==> config.mk <==
export PLATFORM = sky130hd
export DESIGN_NAME = instr_fetch
export DESIGN_NICKNAME = d
export VERILOG_FILES = /design/src/rtl/otter_fetch_pkg.sv /design/src/rtl/fetch_fifo.sv /design/src/rtl/instr_fetch.sv
export SDC_FILE = /design/constraint.sdc
export NUM_CORES = 1
export LEC_CHECK = 0
export ABC_AREA = 1
export ABC_CLOCK_PERIOD_IN_PS = 3900
export CAP_MARGIN = 5
export CORE_MARGIN = 2
export CORE_UTILIZATION = 53
export DETAILED_ROUTE_END_ITERATION = 8
export GPL_TIMING_DRIVEN = 0
export PLACE_DENSITY = 0.86
export SYNTH_ARGS = -nofsm -noshare
export SYNTH_HDL_FRONTEND = slang
export SYNTH_SLANG_ARGS = --single-unit
==> constraint.sdc <==
create_clock -name CLK -period 3.9 [get_ports CLK]
set_clock_uncertainty 0.15 [all_clocks]
set_input_delay 0.78 -clock CLK [delete_from_list [all_inputs] [get_ports CLK]]
set_output_delay 0.78 -clock CLK [all_outputs]
set_load 0.005 [all_outputs]
==> src/rtl/otter_fetch_pkg.sv <==
// otter_fetch_pkg: shared types and constants for the Otter instruction fetch unit.
package otter_fetch_pkg;

    typedef enum logic [1:0] {ISSUE, WAIT, DISCARD} fetch_state_t;

    localparam logic [31:0] ILEN      = 32'd4;
    localparam logic [31:0] NOP_INSTR = 32'h0000_0013;

    typedef struct packed {
        logic [31:0] data;
        logic [31:0] pc;
    } fetch_entry_t;

endpackage

==> src/rtl/fetch_fifo.sv <==
// fetch_fifo: instruction buffer toward decode; flush discards contents and wins over push/pop.
module fetch_fifo
    import otter_fetch_pkg::*;
#(
    parameter int DEPTH = 2,
    localparam int AW = $clog2(DEPTH)
) (
    input  logic         clk,
    input  logic         rst_n,
    input  logic         flush,
    input  logic         push,
    input  logic         pop,
    input  fetch_entry_t din,
    output fetch_entry_t dout,
    output logic [AW:0]  count,
    output logic         empty
);

    fetch_entry_t  mem [DEPTH];
    logic [AW-1:0] wr_ptr, rd_ptr;
    logic          do_push, do_pop;

    assign do_push = push && !flush;
    assign do_pop  = pop && !flush && !empty;
    assign empty   = count == '0;
    assign dout    = mem[rd_ptr];

    always_ff @(posedge clk or negedge rst_n) begin
        if (!rst_n) begin
            wr_ptr <= '0;
            rd_ptr <= '0;
            count  <= '0;
            for (int i = 0; i < DEPTH; i++) mem[i] <= '0;
        end else if (flush) begin
            rd_ptr <= wr_ptr;
            count  <= '0;
        end else begin
            if (do_push) begin
                mem[wr_ptr] <= din;
                wr_ptr      <= wr_ptr + 1'b1;
            end
            if (do_pop) rd_ptr <= rd_ptr + 1'b1;
            count <= count + {AW'(0), do_push} - {AW'(0), do_pop};
        end
    end

    // Issue gating upstream must keep a net push out of a full buffer.
    assert property (@(posedge clk) disable iff (!rst_n)
        !(do_push && !do_pop && count == (AW + 1)'(DEPTH)));

endmodule

==> src/rtl/instr_fetch.sv <==
// instr_fetch: one-at-a-time instruction fetch controller with PC update, redirect
// handling and a small decode-side buffer.
module instr_fetch
    import otter_fetch_pkg::*;
#(
    parameter int FIFO_DEPTH = 2
) (
    input  logic        CLK,
    input  logic        RST_N,
    input  logic [31:0] PC_COUNT,
    output logic        PC_WE,
    output logic [31:0] PC_DIN,
    output logic        MEM_RDEN,
    output logic [31:0] MEM_ADDR,
    input  logic        MEM_RVALID,
    input  logic [31:0] MEM_RDATA,
    input  logic        REDIR_VALID,
    input  logic [31:0] REDIR_ADDR,
    output logic        IR_VALID,
    input  logic        IR_READY,
    output logic [31:0] IR_DATA,
    output logic [31:0] IR_PC
);

    localparam int CW = $clog2(FIFO_DEPTH) + 1;

    fetch_state_t  state, state_n;
    fetch_entry_t  head, entry;
    logic [31:0]   tag;
    logic [CW-1:0] count;
    logic [CW:0]   fill;
    logic          outstanding, issue, push, empty;

    assign outstanding = state != ISSUE;
    assign fill        = {1'b0, count} + {{CW{1'b0}}, outstanding};
    // Gating on RST_N keeps every request/write output low while reset is held.
    assign issue       = RST_N && state == ISSUE && !REDIR_VALID && fill < (CW + 1)'(FIFO_DEPTH);
    assign push        = state == WAIT && MEM_RVALID && !REDIR_VALID;
    assign entry       = '{data: MEM_RDATA, pc: tag};

    assign MEM_RDEN = issue;
    assign MEM_ADDR = PC_COUNT;
    assign PC_WE    = RST_N && (REDIR_VALID || issue);
    assign PC_DIN   = !PC_WE ? '0 : REDIR_VALID ? (REDIR_ADDR & ~32'd3) : PC_COUNT + ILEN;
    assign IR_VALID = !empty;
    assign IR_DATA  = head.data;
    assign IR_PC    = head.pc;

    always_comb begin
        state_n = REDIR_VALID ? ((outstanding && !MEM_RVALID) ? DISCARD : ISSUE) :
                  issue ? WAIT :
                  (outstanding && MEM_RVALID) ? ISSUE : state;
    end

    always_ff @(posedge CLK or negedge RST_N) begin
        if (!RST_N) begin
            state <= ISSUE;
            tag   <= '0;
        end else begin
            state <= state_n;
            if (issue) tag <= PC_COUNT;
        end
    end

    fetch_fifo #(.DEPTH(FIFO_DEPTH)) u_fifo (
        .clk   (CLK),
        .rst_n (RST_N),
        .flush (REDIR_VALID),
        .push  (push),
        .pop   (IR_READY),
        .din   (entry),
        .dout  (head),
        .count (count),
        .empty (empty)
    );

endmodule

After elaboration in Yosys (flattened, before gate mapping):

Index checks and enable logic that the tools add are counted.

* register bits: 166
* input port bits: 101
* output and inout port bits: 131
* word-level logic and storage cells: 60

* add/sub/neg operators: 6
* $lt $le $gt $ge: 4
* equal/unequal tests: 1
* mux-type cells: 15
* bitwise gates (word level): 3
* reductions and logical operators: 22

Operator list (count)
* 2-to-1 mux 64 bit: 4
* bitwise mux 128 bit: 1
* demux 64 bit (select 1 bit): 1
* 2-to-1 mux 32 bit: 2
* adder 32 x 3 -> 32 bit, second input constant: 1
* logical AND 1 bit: 12
* 2-to-1 mux 2 bit: 5
* greater-or-equal comparator 2 bit, second input constant: 2
* zero test 2 bit: 2
* inverter 1 -> 2 bit: 2
* nonzero test 2 bit: 2
* adder 2 x 1 -> 3 bit: 1
* zero test 1 bit: 3
* < comparator 3 x 2 -> 1 bit, second input constant: 1
* nonzero test 3 bit: 1
* adder 1 bit, second input constant: 2
* adder 2 x 1 -> 2 bit: 1
* == test 2 x 1 -> 1 bit, second input constant: 1
* < comparator 2 x 1 -> 1 bit, second input constant: 1
* 2-to-1 mux 1 bit: 2
* AND reduction 2 bit: 1
* subtractor 2 x 1 -> 2 bit: 1
* logical OR 1 bit: 1
* inverter 1 bit: 1

Depth between registers and ports, before layout:

Gate-level depths: netlist of the first run.

* depth in word-level cells: 7
* depth in mapped cells: 10
* depth with buffers taken out: 10

Cells and area by module:

From an unflattened synthesis of the first run, not the netlist that was laid out.

* cells, all modules: 1046
* area total of the unflattened synthesis: 9207.6 µm²

By module, submodules not included
* fetch_fifo: times used 1, cells an instance 583, area an instance 6327.3 µm², sequential area each 3303.2 µm²
* instr_fetch: times used 1, cells an instance 463, area an instance 2880.3 µm², sequential area each 850.8 µm²

Least setup slack after synthesis of the first run:

OpenSTA, ideal clock, no wires.

* path type: input to output
* start point: input PC_COUNT[2]
* end point: output PC_DIN[24]
* arrival time: 1.693 ns
* required time: 2.970 ns
* slack: 1.277 ns
* cell stages on the path: 9
* path buffers: 0
* cells stage by stage: ha_1 > nand2_1 > nor2_4 > nand2_1 > nor2_1 > nand3_1 > nand2_1 > nor2_1 > nor2_1

* word-level cells in the longest chain between the ends: 3

Ends and longest elaborated chain
* from (decl): line instr_fetch.sv:10 `input logic [31:0] PC_COUNT,`
* adder 32 x 3 -> 32 bit: line instr_fetch.sv:44 `assign PC_DIN = !PC_WE ? '0 : REDIR_VALID ? (REDIR_ADDR & ~32'd3) : PC_COUNT + ILEN;`
* 2-to-1 mux 32 bit (2 in a row): line instr_fetch.sv:44
* to (decl): line instr_fetch.sv:12 `output logic [31:0] PC_DIN,`

No other way between the ends.

Final worst setup path of the first run:

* start point: input PC_COUNT[9]
* end point: output PC_DIN[26]

The elaborated chain is that of the path after synthesis.

==> run metrics, run 1 <==
Tcrit/Tclk final 98.6%; Startpoint Class input pin; Crit path max-delay family buffers and inverters; kind of critical path in2out; wire per inst ~16 um; Die Wd about 130 um; clock root cell clkbuf_16; Slew Limit Headroom approximately three fifths; # fillers roughly 1200; Ys Warns 0; io pins between 200 and 250; Final Hold Violating Endpoints 0; count of different cell masters after synthesis 29; Tmin final a little under 4 ns; measured slew at the worst slew-check pin ~0.57 ns; largest net degree at the start of global routing approximately 110; Crit Path Max Fanout 5; layout cells sized above 1 roughly 16%; routed vias 7860; n_diodes 0; class of the worst hold path in2async; Post-Syn Instances roughly 1000; Crit-path slowest cell clkdlybuf4s50_1; Reg clk slew, reported paths approximately 0.06 ns; initial core utilization 53.7%; global-route wire length before repair 36800 um; Worst EP arrival ~2.9 ns; Mapped Area ~0.0085 mm^2; max-slew violations 0; Lkg Pwr approximately 0.0056 uW; non-filler instance count after layout between 1500 and 2000; Buffers & Inverters on Critical Path 3; Site Rows 46; status finished clean; Vias per Instance between 5 and 6; H-tree levels 4; area grow syn2layout 38.5%; CTS tree done; final wirelength about 23000 um; # hold bufs at CTS 0; synthesized flop and latch total approximately 170; Max Clk Rate between 0.2 and 0.3 GHz; GP Congestion 0.912; Fin Hold WS 0.174 ns; DIE HEIGHT roughly 130 um; drt drc 0; Pre-antenna DRT Iters 5; Inst Count DP 1469; R2R Setup Slk just under 2 ns; register area around 0.0042 mm^2; vias in the first global route 7646; final setup vio count 0; nets approximately 1400; Core Region 0.0158 mm^2; Net Count, Synth 1127; antenna violations before repair 0; Clock Sinks 166; total CTS buffers 17; Final ANT Viol Nets 0; total track usage ~28%; worst-case clock buffer depth 2; multi-input logic area 0.00343 mm^2; Port Buffers 229; post-synthesis sequential area ratio roughly half; CP Data Required Time slightly below 3 ns; pwr/cell area approximately 600 mW/mm^2; die footprint around 0.017 mm^2; DRT iter0 DRCs 595; max incr delay on CP between 0.6 and 0.7 ns; GR Overflow Total 0; Worst VDD drop ~0.36 mV; Max Cap Viol 0; HPWL after DPL ~17000 um; Avg Inst Size Synth 8.28 um^2; Clock Latency Late Sink around 0.42 ns; cell breakdown of the critical path clkdlybuf4s50_1, nand2_1, nor2_2, nand2_4, nor2_4, nand3_1, nand3_1, nand2_1, inv_1, clkdlybuf4s50_1; crit end category primary output
[metal layers]
layer	track usage [%]	part of all wire, %
met1	34.6	41
met2	48.8	50
met3	4.80	6.8
met4	10.5	2.7
met5	0	0
[power by group]
part	internal (uW)	total [uW]	switching [uW]	leakage [uW]
sequential	2390	2730	346	0.00213
combinational	1460	2510	1050	0.00325
clock	902	1600	694	0.000267
[path summary, 6_finish.rpt]
| kind | from | to | cells after the start |
|---|---|---|---|
| max in group asynchronous | RST_N | u_fifo.mem[104] | 2 |
| max | PC_COUNT[9] | PC_DIN[26] | 10 |
| min in group CLK | u_fifo.mem[92] | u_fifo.mem[92] | 2 |
| max reg2reg | u_fifo.count[1] | u_fifo.count[1] | 8 |
| min | RST_N | tag[0] | 1 |
| min reg2reg | u_fifo.mem[92] | u_fifo.mem[92] | 2 |
[logic make-up after synthesis]
kind of cell / Yosys count / synth area share (%)
simple gates: 374 / 17.6
flops: 166 / 49.0
fa+ha+maj: 3 / 0.443
compound gates: 204 / 12.3
buf+inv: 203 / 11.2
mux: 64 / 8.51
xor+xnor: 9 / 0.931
[layout by cell type, fill, tap and decap left out, types with 8 or more instances in the layout]
cell / n
xor2_1: 8
nor2_1: 71
nand2_1: 252
clkbuf_16: 17
buf_4: 37
mux2_2: 64
o21ai_0: 111
dfrtp_1: 166
nor2_4: 8
buf_2: 41
nand3_1: 27
a21oi_1: 20
clkdlybuf4s50_1: 223
o21ai_1: 69
inv_1: 118
[Yosys cell counts]
library cell,n,area [um^2]
buf_6,1,11.3
mux2_2,64,721
nand3_1,27,135
nand2_2,1,6.26
xnor2_1,1,8.76
o21bai_1,2,15.0
nand3_2,1,10.0
nor2_1,77,289
and2_1,1,6.26
dfrtp_1,166,4150
a21oi_1,20,100
o21ai_1,69,345
nand2_1,254,953
o21ai_0,111,556
or2_2,2,12.5
inv_1,118,443
clkinv_1,1,3.75
buf_4,33,248
xor2_1,8,70.1
inv_2,2,7.51
clkbuf_1,6,22.5
a21boi_4,1,18.8
buf_2,41,205
nor2_4,2,22.5
o31ai_1,1,7.51
nand4_1,2,12.5
ha_1,3,37.5
buf_1,1,3.75
nor2_2,7,43.8
[layout make-up]
| cell class | instances | share of cell area [%] |
|---|---|---|
| inverters | 121 | 3.87 |
| plain buffers | 82 | 4.18 |
| flip-flops and latches | 166 | 35.4 |
| repair buffers | 234 | 20.2 |
| clock buffers | 19 | 3.78 |
| clock inverters | 13 | 1.05 |
| well taps | 216 | 2.30 |
| multi-input cells | 654 | 29.3 |
[metrics by stage]
| stage | setup WS (ns) | area, um^2 | power (uW) | TNS (ns) | util [%] |
|---|---|---|---|---|---|
| after floorplan | 1.28 | 8470 | 3890 | 0 | - |
| after global placement | -5.72 | 11000 | 5120 | -1069.24 | 70.0 |
| after detailed placement | -0.0416 | 11100 | 5240 | -0.0701 | 70.1 |
| after CTS | -0.0157 | 11700 | 6870 | -0.0157 | 73.9 |
| after global routing | -0.0377 | 11700 | 7240 | -0.0628 | 74.4 |
| final | 0.0562 | 11700 | 6840 | 0 | 74.4 |
[sequential cells by signal, summed over array words and instances (netlist names)]
name	cells
u_fifo.mem	128
u_fifo.rd_ptr	1
u_fifo.count	2
state	2
u_fifo.wr_ptr	1
tag	32
[timing repair]
item	4_1_cts	5_1_grt
endpoints found under the setup margin	3	23
resized for setup	3	18
setup buffers	2	2
gates cloned	0	0
pin swaps	1	2
Note: power is estimated with default switching activity, not from simulation.
==> run 2, diff against run 1 <==
- CORE_UTILIZATION: 53 -> 54
- CTS_BUF_LIST: not set -> sky130_fd_sc_hd__clkbuf_2
- PLACE_DENSITY: 0.86 -> 0.95
==> run 2 against run 1 <==
Against the previous run: count of clock-buffer cells in the layout down 2; core utilization up 0.85 points; first-iteration DRC count down 23%; sequential share of layout area up 0.78 points; die area down 1.8%; routed wire length up 3.7%; sequential cell count unchanged; sequential power about the same.
==> run metrics, run 2 (same netlist as run 1, synthesis figures left out) <==
status finished clean; Fin Setup TNS 0 ns (unchanged); die footprint 0.0167 mm^2 (-1.8%); Die Wd 129 um (-0.90%); Crit Path Max Fanout 5 (unchanged); Worst VDD drop 0.227 mV (-38%); Final Hold Violating Endpoints 0 (unchanged); max incr delay on CP 0.64 ns (+0.03 ns); vias in the first global route 7909 (+3.4%); Max Cap Viol 0 (unchanged); largest net degree at the start of global routing 105 (unchanged); class of the worst hold path in2reg; Pre-antenna DRT Iters 5 (unchanged); Clock Latency Late Sink 0.71 ns (+0.29 ns); Startpoint Class input pin; clock root cell clkbuf_2; GP Congestion 0.929 (+1.8%); total track usage 29.5% (+1.7 points); final setup vio count 0 (unchanged); pre-CTS setup slack -0.0347 ns (+0.00696 ns); Slew Limit Headroom 59.6% (-2.1 points); DRT iter0 DRCs 457 (-23%); CP Data Required Time 2.97 ns (about the same); measured slew at the worst slew-check pin 0.607 ns (+0.0318 ns); final wirelength 24400 um (+3.7%); Biggest register u_fifo.mem; Inst Count DP 1465 (-0.27%); Port Buffers 229 (unchanged); Clock Sinks 166 (unchanged); io pins 232 (unchanged); initial core utilization 55.5% (+1.8 points); antenna violations before repair 1 (+1); cell breakdown of the critical path clkdlybuf4s50_1, nand2_1, nor2_1, inv_1, nor2_2, xor2_1, a21oi_1, clkdlybuf4s50_1; Site Rows 45 (-2.2%); wire per inst 16.2 um (+3.8%); Vias per Instance 5.28 (+1.1%); routed vias 7938 (+0.99%); Lkg Pwr 0.00556 uW (-1.4%); HPWL after DPL 17900 um (+4.0%); Tcrit/Tclk final 98.7% (+0.099 points); Reg clk slew, reported paths 0.26 ns (+0.20 ns); most frequent cells in the layout nand2_1 (250), clkdlybuf4s50_1 (222), dfrtp_1 (166), inv_1 (118), o21ai_0 (111); # fillers 1063 (-12%); area grow syn2layout 35.5%; Fin Hold WS 0.220 ns (+0.0458 ns); total CTS buffers 17 (unchanged); DIE HEIGHT 129 um (-0.90%); Core Region 0.0153 mm^2 (-3.2%); CP dominant cell by count clkdlybuf4s50_1; Crit path max-delay family buffers and inverters; crit end category primary output; Final ANT Viol Nets 0 (unchanged); most common cell after layout, fill and taps aside nand2_1; max reg flops 128 (unchanged); Worst EP arrival 2.92 ns (about the same); drt drc 0 (unchanged); Tmin final 3.85 ns (+0.00386 ns); H-tree levels 4 (unchanged); nets 1382 (+0.14%); layout cells sized above 1 15.8% (+0.29 points); non-filler instance count after layout 1503 (-0.13%); max-slew violations 0 (unchanged); GR Overflow Total 0 (unchanged); Buffers & Inverters on Critical Path 3 (unchanged); global-route wire length before repair 38200 um (+3.9%); CTS tree done; kind of critical path in2out; worst-case clock buffer depth 2 (unchanged); pwr/cell area 543 mW/mm^2 (-6.8%); Max Clk Rate 0.260 GHz (-0.10%); setup ws final 0.0523 ns (-0.00386 ns); Crit-path slowest cell clkdlybuf4s50_1; biggest regs u_fifo.mem: 128 flops, tag: 32 flops
[run 2: layer usage]
layer  global-route usage [%]  wire length (um)
met4                     12.7               643
met1                     34.6              9500
met5                        0                 0
met2                     52.7             12400
met3                     5.62              1830
[run 2: final timing paths]
path                            startpoint               to  slack [ns]  depth (start not counted)
max reg2reg                u_fifo.count[1]  u_fifo.count[0]        1.96                          8
max in group asynchronous            RST_N   u_fifo.mem[38]        2.40                          4
min reg2reg                  u_fifo.mem[8]    u_fifo.mem[8]        0.36                          2
max                           PC_COUNT[10]       PC_DIN[11]        0.05                          8
min                            PC_COUNT[3]           tag[3]        0.22                          3
min in group asynchronous            RST_N   u_fifo.mem[69]        0.71                          4
[run 2: final cells by class]
class	count	area, um^2	area share (%)
Timing Repair Buffer	236	2420	21.1
Tap cell	211	264	2.30
Multi-Input combinational cell	654	3440	29.9
Clock buffer	17	85.1	0.741
Antenna cell	1	2.50	0.0218
Clock inverter	15	164	1.43
Sequential cell	166	4150	36.2
Inverter	121	454	3.96
Buffer	82	494	4.31
[run 2: tightest hold or removal path: cells and delay by family]
family / cells / cell delay, ns
simple gates: 1 / 0.07
buf+inv: 1 / 0.16
compound gates: 1 / 0.06
[run 2: timing repair]
action	4_1_cts	5_1_grt
pin swaps	0	3
endpoints found under the setup margin	4	22
gates resized for setup	2	24
setup buffers	0	3
hold endpoints to repair	104	0
hold buffers	2	0
[run 2: per-stage QoR]
stage	power (uW)	area, um^2	util, %
2_1_floorplan	3890	8470	-
3_3_place_gp	5110	11000	72.3
3_5_place_dp	5270	11100	72.6
4_1_cts	6230	11400	74.5
5_1_grt	6620	11500	75.2
6_report	6240	11500	75.2
[run 2: power by group]
group	switching, uW	total (uW)	internal (uW)	leakage, uW
logic	1070	2540	1470	0.00328
registers	364	2740	2370	0.00213
clock network	644	958	314	0.000155
